<file path="config.mk">
export PLATFORM = sky130hd
export DESIGN_NAME = mem_port_arbiter
export DESIGN_NICKNAME = d
export VERILOG_FILES = /design/src/rtl/mem_port_arbiter_pkg.sv /design/src/rtl/mem_port_starve_cnt.sv /design/src/rtl/mem_port_arbiter.sv
export SDC_FILE = /design/constraint.sdc
export NUM_CORES = 1
export LEC_CHECK = 0
export CAP_MARGIN = 5
export CORE_AREA = 4 4 105 107
export CTS_CLUSTER_DIAMETER = 80
export DETAILED_ROUTE_END_ITERATION = 12
export DIE_AREA = 0 0 109 111
export GPL_TIMING_DRIVEN = 0
export HOLD_SLACK_MARGIN = 0.15
export SYNTH_ARGS = -nofsm -noshare
export SYNTH_HDL_FRONTEND = slang
export SYNTH_SLANG_ARGS = --single-unit
</file>
<file path="constraint.sdc">
create_clock -name clk -period 1.66 [get_ports clk]
set_input_delay 0.332 -clock clk [delete_from_list [all_inputs] [get_ports clk]]
set_output_delay 0.332 -clock clk [all_outputs]
set_load 0.05 [all_outputs]
</file>
<file path="src/rtl/mem_port_arbiter_pkg.sv">
// mem_port_arbiter_pkg
// Shared types and defaults for the I/D memory port arbiter.
//   CPU_WIDTH / DEF_AW / DEF_DW : default address and data widths of the core
//   STREAK_W                    : width of the D-over-I streak counter
//   resp_tag_e                  : which port owns the read response in flight
package mem_port_arbiter_pkg;

  localparam int CPU_WIDTH = 32;
  localparam int DEF_AW    = CPU_WIDTH;
  localparam int DEF_DW    = CPU_WIDTH;
  localparam int STREAK_W  = 4;

  typedef enum logic [1:0] {
    TAG_NONE = 2'd0,
    TAG_I    = 2'd1,
    TAG_D    = 2'd2
  } resp_tag_e;

endpackage

</file>
<file path="src/rtl/mem_port_starve_cnt.sv">
// mem_port_starve_cnt
// Counts consecutive D grants taken while I was waiting and raises force_i
// once MAX_D_STREAK is reached, so the fetch port cannot be starved.
// Ports:
//   clk, rst   : clock, synchronous active-high reset
//   i_req      : fetch port is requesting
//   i_gnt      : fetch port granted this cycle
//   d_gnt      : load/store port granted this cycle
//   mem_ready  : memory accepting commands; streak frozen while low
//   force_i    : streak saturated, I must win the next contention
module mem_port_starve_cnt
  import mem_port_arbiter_pkg::*;
#(
  parameter int MAX_D_STREAK = 4
) (
  input  logic clk,
  input  logic rst,
  input  logic i_req,
  input  logic i_gnt,
  input  logic d_gnt,
  input  logic mem_ready,
  output logic force_i
);

  localparam logic [STREAK_W-1:0] MAX_STREAK = STREAK_W'(MAX_D_STREAK);

  logic [STREAK_W-1:0] streak_reg;

  always_ff @(posedge clk) begin
    if (rst) begin
      streak_reg <= '0;
    end else if (mem_ready) begin
      // A stalled memory freezes the streak so fairness survives the stall.
      if (i_gnt || !i_req) begin
        streak_reg <= '0;
      end else if (d_gnt && (streak_reg != MAX_STREAK)) begin
        streak_reg <= streak_reg + 1'b1;
      end
    end
  end

  assign force_i = (streak_reg >= MAX_STREAK);

endmodule

</file>
<file path="src/rtl/mem_port_arbiter.sv">
// mem_port_arbiter
// Shares one single-port, synchronous-read memory between the instruction
// fetch port (I) and the load/store port (D). At most one command is issued
// per cycle; each read response is steered back to its requester one cycle
// after the grant.
// Ports:
//   clk, rst                       : clock, synchronous active-high reset
//   i_req/i_addr                   : fetch request (read only)
//   i_gnt/i_rvalid/i_rdata/i_stall : fetch grant, response, stall
//   d_req/d_we/d_be/d_addr/d_wdata : load/store request
//   d_gnt/d_rvalid/d_rdata/d_stall : load/store grant, response, stall
//   mem_ready                      : memory can take a command
//   mem_en/we/be/addr/wdata        : memory command
//   mem_rdata                      : read data, one cycle after a read
module mem_port_arbiter
  import mem_port_arbiter_pkg::*;
#(
  parameter int AW           = DEF_AW,
  parameter int DW           = DEF_DW,
  parameter int MAX_D_STREAK = 4
) (
  input  logic          clk,
  input  logic          rst,
  input  logic          i_req,
  input  logic [AW-1:0] i_addr,
  output logic          i_gnt,
  output logic          i_rvalid,
  output logic [DW-1:0] i_rdata,
  input  logic          d_req,
  input  logic          d_we,
  input  logic [DW/8-1:0] d_be,
  input  logic [AW-1:0] d_addr,
  input  logic [DW-1:0] d_wdata,
  output logic          d_gnt,
  output logic          d_rvalid,
  output logic [DW-1:0] d_rdata,
  input  logic          mem_ready,
  output logic          mem_en,
  output logic          mem_we,
  output logic [DW/8-1:0] mem_be,
  output logic [AW-1:0] mem_addr,
  output logic [DW-1:0] mem_wdata,
  input  logic [DW-1:0] mem_rdata,
  output logic          i_stall,
  output logic          d_stall
);

  logic      force_i;
  logic      d_pick;
  logic      i_pick;
  logic      can_issue;
  resp_tag_e tag_reg;

  mem_port_starve_cnt #(
    .MAX_D_STREAK(MAX_D_STREAK)
  ) u_starve_cnt (
    .clk      (clk),
    .rst      (rst),
    .i_req    (i_req),
    .i_gnt    (i_gnt),
    .d_gnt    (d_gnt),
    .mem_ready(mem_ready),
    .force_i  (force_i)
  );

  // D has priority unless I is waiting and the D streak is exhausted.
  assign d_pick    = d_req && (!i_req || !force_i);
  assign i_pick    = i_req && !d_pick;
  // Outputs are held at zero while reset is asserted.
  assign can_issue = !rst && mem_ready;
  assign d_gnt     = can_issue && d_pick;
  assign i_gnt     = can_issue && i_pick;
  assign mem_en    = i_gnt || d_gnt;

  always_comb begin
    mem_we    = 1'b0;
    mem_be    = '0;
    mem_addr  = '0;
    mem_wdata = '0;
    if (i_gnt) begin
      mem_be   = '1;
      mem_addr = i_addr;
    end else if (d_gnt) begin
      mem_we    = d_we;
      mem_be    = d_be;
      mem_addr  = d_addr;
      mem_wdata = d_wdata;
    end
  end

  // Response owner for the data arriving next cycle; stores return nothing.
  always_ff @(posedge clk) begin
    if (rst) begin
      tag_reg <= TAG_NONE;
    end else if (i_gnt) begin
      tag_reg <= TAG_I;
    end else if (d_gnt && !d_we) begin
      tag_reg <= TAG_D;
    end else begin
      tag_reg <= TAG_NONE;
    end
  end

  // Gating by rst drops a response that was in flight when reset hit.
  assign i_rvalid = !rst && (tag_reg == TAG_I);
  assign d_rvalid = !rst && (tag_reg == TAG_D);
  assign i_rdata  = i_rvalid ? mem_rdata : '0;
  assign d_rdata  = d_rvalid ? mem_rdata : '0;

  assign i_stall = !rst && i_req && !i_gnt;
  assign d_stall = !rst && d_req && !d_gnt;

endmodule

</file>
==> results.toml, run 1 <==
[run_status]
status = "finished with violations"
violations = "setup timing"

[critical_path]
reg2reg_depth = 5
cp_data_required_time_ps = 1330
arrival_ps = 1790
slowest_delay_ps = 400
path_depth = 6
path_buf_inv = 3
end_kind = "output port"
endpoint = "mem_addr[24]"
path_class = "flip-flop to output port"
reg2reg_to = "tag_reg[1]$_SDFF_PP0_"
rr_startpoint = "u_starve_cnt.streak_reg[2]$_SDFFE_PP0P_"
crit_slowest_cell = "or3b_4"
path_cells = "or3b_4 -> nor2b_4 -> buf_8 -> clkbuf_16 -> a22o_4 -> buf_8"
rrSetupSlack_ps = 350
cp-startpoint = "u_starve_cnt.streak_reg[2]$_SDFFE_PP0P_"
critical_path.top_delay_family = "simple AND/OR/NAND/NOR gates"
crit_path_frequent_cell = "buf_8"
crit_path_start_kind = "flip-flop"
crit_fanout = 7

[layout]
drive_above_1_share = 0.678
design_area_um2 = 5760
area_growth_pct = 333
diodes = 0
fin_nets = 630
stdcell_count = 624
final_core_util = 0.568
largest_reg_flops = 4

[die]
rows = 37
core_um2 = 10100
die_width_um = 109
start_util = 0.131
dieHeight_um = 111
die-area_um2 = 12100
io_pins = 278

[grt]
grt_pass1_vias = 2608
grt_pass1_wl_um = 14100
grt_use_total = 0.147
grt_overflow = 0
grt_max_degree = 11
antenna_found_initial = 0

[detailed_routing]
via_per_inst = 4.12
first_pass_iters = 2
wl_per_cell_um = 17.0
finalWirelength_um = 10600
ant_nets = 0
drc_errors = 0
vias = 2571
drt_iter0_markers = 58

[clocking]
cts_tree = "yes"
cts.clk_slew.worst_paths_ps = 40
numCtsBuffers = 3
clk_latency_ps = 220
holdBufCountCts = 0
cts.htree.levels = 1
clockRootBuffer = "clkbuf_8"
clockBufferDepth = 2
clkSinkCount = 6

[sta]
fin_ws_ps = -463
period_share = 1.28
max_freq_mhz = 471
hold_violations = 0
rsz0062_at_grt = "yes"
fin_hold_ws_ps = 430
fin_crit_ps = 2120
slew_headroom = 0.807
fin_skew_ps = 2.73
worst_pin_slew_ps = 290
setup_viol = 125
slew_viol_final = 0

[logic_synthesis]
syn-num-nets = 321
synth-seq-area-share = 0.0903
syn_area_um2 = 1330
syn_area_per_cell_um2 = 7.35
yosys_warnings = 0
synth_seq_cells = 6
synthTopCellsByArea = "and2_1 (46%), a22o_1 (22%), dfxtp_1 (9.0%)"
synth.distinct_cells = 22
syn-instance-count = 181
synth_top_area_cell = "and2_1"
yosys.area.top_type_share = 0.461

[power]
p_per_area_nw_per_um2 = 261
ir_drop_uv = 128
leakagePower_nw = 2.67
finalPower_mw = 1.50

[placed_design]
placed_cell_area_um2 = 4470
placed_cells = 594
portBuffers = 277
place.gp.congestion = 0.750
hpwlAfterDp_um = 8070

[hold_path]
hold_path.class = "input port to flip-flop"

[run]
maxCapViolCount = 0
## layout make-up
| cell class | count | area, um^2 |
|---|---|---|
| plain buffers | 18 | 219 |
| clock buffers | 3 | 41.3 |
| fillers | 878 | 4380 |
| inverters | 2 | 7.51 |
| multi-input cells | 155 | 1640 |
| flip-flops and latches | 6 | 125 |
| well taps | 136 | 170 |
| repair buffers | 304 | 3560 |
## routing by layer
metal,vias to the layer above,GRT usage,wire (um)
li1,1228,-,-
met1,1204,0.148,3410
met2,135,0.283,6020
met3,4,0.0559,1130
met4,0,0.0244,66
met5,-,0,0
## cells in the final DEF, fill, tap and decap left out, types with 3 or more instances in the layout
| master | synthesis | layout |
|---|---|---|
| clkbuf_2 | 0 | 3 |
| nor2b_4 | 1 | 3 |
| buf_6 | 1 | 77 |
| clkbuf_8 | 0 | 4 |
| buf_4 | 0 | 12 |
| and2_4 | 0 | 63 |
| dfxtp_2 | 0 | 4 |
| buf_8 | 2 | 85 |
| and2_1 | 98 | 7 |
| clkdlybuf4s50_1 | 0 | 133 |
| a21o_4 | 0 | 4 |
| a22o_4 | 0 | 31 |
| and2_2 | 0 | 28 |
## worst min-delay path by stage
stage                                            startpoint                                       to  cells past startpoint
floorplan                                              d_we                    tag_reg[1]$_SDFF_PP0_                      1
global placement    u_starve_cnt.streak_reg[3]$_SDFFE_PP0P_  u_starve_cnt.streak_reg[3]$_SDFFE_PP0P_                      1
detailed placement  u_starve_cnt.streak_reg[3]$_SDFFE_PP0P_  u_starve_cnt.streak_reg[3]$_SDFFE_PP0P_                      1
CTS                 u_starve_cnt.streak_reg[3]$_SDFFE_PP0P_  u_starve_cnt.streak_reg[3]$_SDFFE_PP0P_                      1
global route                                          i_req                    tag_reg[0]$_SDFF_PP0_                      3
finish                                                i_req                    tag_reg[0]$_SDFF_PP0_                      3
## stage by stage
stage,worst slack [ps],setup TNS [ps]
floorplan,-130,-3480
global placement,-1600,-180750
detailed placement,-1670,-184410
CTS,-453,-38090
global route,-507,-35430
finish,-463,-28750
## timing repair
action | in CTS | in global routing
setup buffers | 6 | 10
pin swaps | 19 | 51
setup endpoints to repair | 141 | 140
cloned | 3 | 8
gates resized for setup | 866 | 384
## cells in the mapped netlist
| master | number |
|---|---|
| and2_1 | 98 |
| a22o_1 | 34 |
| clkbuf_1 | 10 |
| dfxtp_1 | 6 |
| buf_2 | 5 |
| a21o_1 | 4 |
| nor2b_1 | 4 |
| buf_8 | 2 |
| ha_1 | 2 |
| inv_1 | 2 |
| nor2_1 | 2 |
| nor3b_1 | 2 |
| a21oi_1 | 1 |
| and3_1 | 1 |
| buf_6 | 1 |
| mux2_2 | 1 |
| nand2b_1 | 1 |
| nand3b_4 | 1 |
| nor2b_4 | 1 |
| o21ai_0 | 1 |
| or2_1 | 1 |
| or3b_4 | 1 |
## worst min-delay path: stages
cell and delay [ps]:
clkbuf_2 120, nand3b_4 110, nor2b_1 50
## where the power goes
part	switching, mW	leakage, nW	internal, mW	total (mW)
sequential	0.00187	0.0505	0.148	0.150
clock	0.0603	0.0216	0.156	0.216
combinational	0.511	2.60	0.628	1.14
## kinds of logic (layout without fill, tap and decap cells)
logic type,after synthesis,count (layout),synth area share
compound gates,40,40,0.254
buf+inv,20,327,0.0837
simple gates,112,112,0.545
fa+ha+maj,2,2,0.0188
flops,6,6,0.0903
mux,1,1,0.00847
Power figures use the tool's default switching activity.
==> run 2: changes to the inputs <==
--- a/config.mk
+++ b/config.mk
@@ -12,6 +12,7 @@
 export DIE_AREA = 0 0 109 111
 export GPL_TIMING_DRIVEN = 0
 export HOLD_SLACK_MARGIN = 0.15
+export REMOVE_ABC_BUFFERS = 1
 export SYNTH_ARGS = -nofsm -noshare
 export SYNTH_HDL_FRONTEND = slang
 export SYNTH_SLANG_ARGS = --single-unit
==> constraint.sdc (replaced) <==
create_clock -name clk -period 1.9 [get_ports clk]
set_input_delay 0.38 -clock clk [delete_from_list [all_inputs] [get_ports clk]]
set_output_delay 0.38 -clock clk [all_outputs]
set_load 0.05 [all_outputs]
==> results.toml, run 2 (synthesis results as in run 1) <==
[placed_design]
hpwlAfterDp_um = 8150
portBuffers = 277
place.gp.congestion = 0.823
placed_cell_area_um2 = 4220

[clocking]
clkSinkCount = 6
clockBufferDepth = 2
clockRootBuffer = "clkbuf_8"
cts.htree.levels = 1
cts.clk_slew.worst_paths_ps = 40
cts_tree = "yes"
clk_latency_ps = 220
numCtsBuffers = 3
holdBufCountCts = 0

[run]
maxCapViolCount = 0

[hold_path]
hold_path.class = "flip-flop to flip-flop"

[critical_path]
crit_slowest_cell = "or3b_4"
end_kind = "output port"
path_buf_inv = 3
slowest_delay_ps = 430
critical_path.top_delay_family = "simple AND/OR/NAND/NOR gates"
crit_path_start_kind = "flip-flop"
crit_fanout = 6
arrival_ps = 1810
path_cells = "or3b_4 -> nor2b_4 -> buf_12 -> buf_6 -> a22o_4 -> buf_8"
path_class = "flip-flop to output port"
cp_data_required_time_ps = 1520

[layout]
largest_reg_flops = 4
final_common_cell = "clkdlybuf4s50_1"
area_growth_pct = 257
diodes = 0
fin_nets = 623
design_area_um2 = 4740
drive_above_1_share = 0.457
n_fill_cell = 1015
final_core_util = 0.468
layout_common_cells = "clkdlybuf4s50_1 (133), and2_1 (75), buf_2 (59)"

[sta]
period_share = 1.15
fin_setup_tns_ps = -8790
fin_ws_ps = -288
slew_headroom = 0.810
hold_violations = 0
worst_pin_slew_ps = 287
max_freq_mhz = 457
slew_viol_final = 0
fin_skew_ps = 0.100
setup_viol = 60
rsz0062_at_grt = "yes"
fin_crit_ps = 2190

[grt]
grt_pass1_wl_um = 15700
antenna_found_initial = 0
grt_use_total = 0.168
grt_pass1_vias = 2643
grt_overflow = 0
grt_max_degree = 22

[die]
start_util = 0.131
die-area_um2 = 12100
core_um2 = 10100
dieHeight_um = 111
io_pins = 278
rows = 37
die_width_um = 109

[power]
ir_drop_uv = 190
leakagePower_nw = 2.29
finalPower_mw = 1.24
p_per_area_nw_per_um2 = 261

[detailed_routing]
drc_errors = 0
first_pass_iters = 4
ant_nets = 0
finalWirelength_um = 11100
drt_iter0_markers = 66
wl_per_cell_um = 17.9
via_per_inst = 4.07
vias = 2514

[run_status]
violations = "setup timing"
status = "finished with violations"
## run 2: changes by cell type in the layout (fill, tap and decap cells not counted), sizes merged
cell           change
dlygate4sd2        -1
buf               -17
nor2b              +1
and3               +2
clkdlybuf4s15      +1
clkbuf             +6
clkdlybuf4s18      +1
## run 2: power breakdown
part	total, mW	switching [mW]	internal [mW]
sequential	0.129	0.00179	0.127
combinational	0.920	0.429	0.492
clock	0.188	0.0525	0.136
## run 2: area by class of cell
type / instances / area [um^2] / share of cell area
clock buffer: 3 / 41.3 / 0.00870
timing repair buffer: 312 / 3160 / 0.665
tap: 136 / 170 / 0.0359
inverter: 2 / 7.51 / 0.00158
multi-input combinational: 158 / 1240 / 0.262
sequential: 6 / 125 / 0.0264
## run 2: per-layer routing
layer	vias to the layer above	share of wire	track usage
li1	1216	-	-
met1	1111	0.32	0.160
met2	177	0.53	0.333
met3	10	0.13	0.0652
met4	0	0.015	0.0311
met5	-	0	0
## run 2: repair_timing
action | 4_1_cts | 5_1_grt
cloned | 12 | 0
setup endpoints to repair | 140 | 113
pin swaps | 60 | 3
setup buffers | 22 | 5
resized for setup | 865 | 86
## run 2: final timing paths
| path | startpoint | endpoint | slack, ps | cells after the start |
|---|---|---|---|---|
| setup / recovery | u_starve_cnt.streak_reg[2]$_SDFFE_PP0P_ | mem_addr[16] | -290 | 6 |
| hold / removal | u_starve_cnt.streak_reg[3]$_SDFFE_PP0P_ | u_starve_cnt.streak_reg[3]$_SDFFE_PP0P_ | 500 | 1 |
| setup reg to reg | u_starve_cnt.streak_reg[2]$_SDFFE_PP0P_ | u_starve_cnt.streak_reg[0]$_SDFFE_PP0P_ | 490 | 4 |
| hold reg to reg | u_starve_cnt.streak_reg[3]$_SDFFE_PP0P_ | u_starve_cnt.streak_reg[3]$_SDFFE_PP0P_ | 500 | 1 |
## run 2: stage by stage
step | hold slack [ps] | cells | setup WS, ps
2_1_floorplan | 448 | 163 | -1720
3_3_place_gp | 468 | 576 | -2630
3_5_place_dp | 469 | 579 | -1550
4_1_cts | 504 | 614 | -305
5_1_grt | 524 | 617 | -329
6_report | 504 | 617 | -288
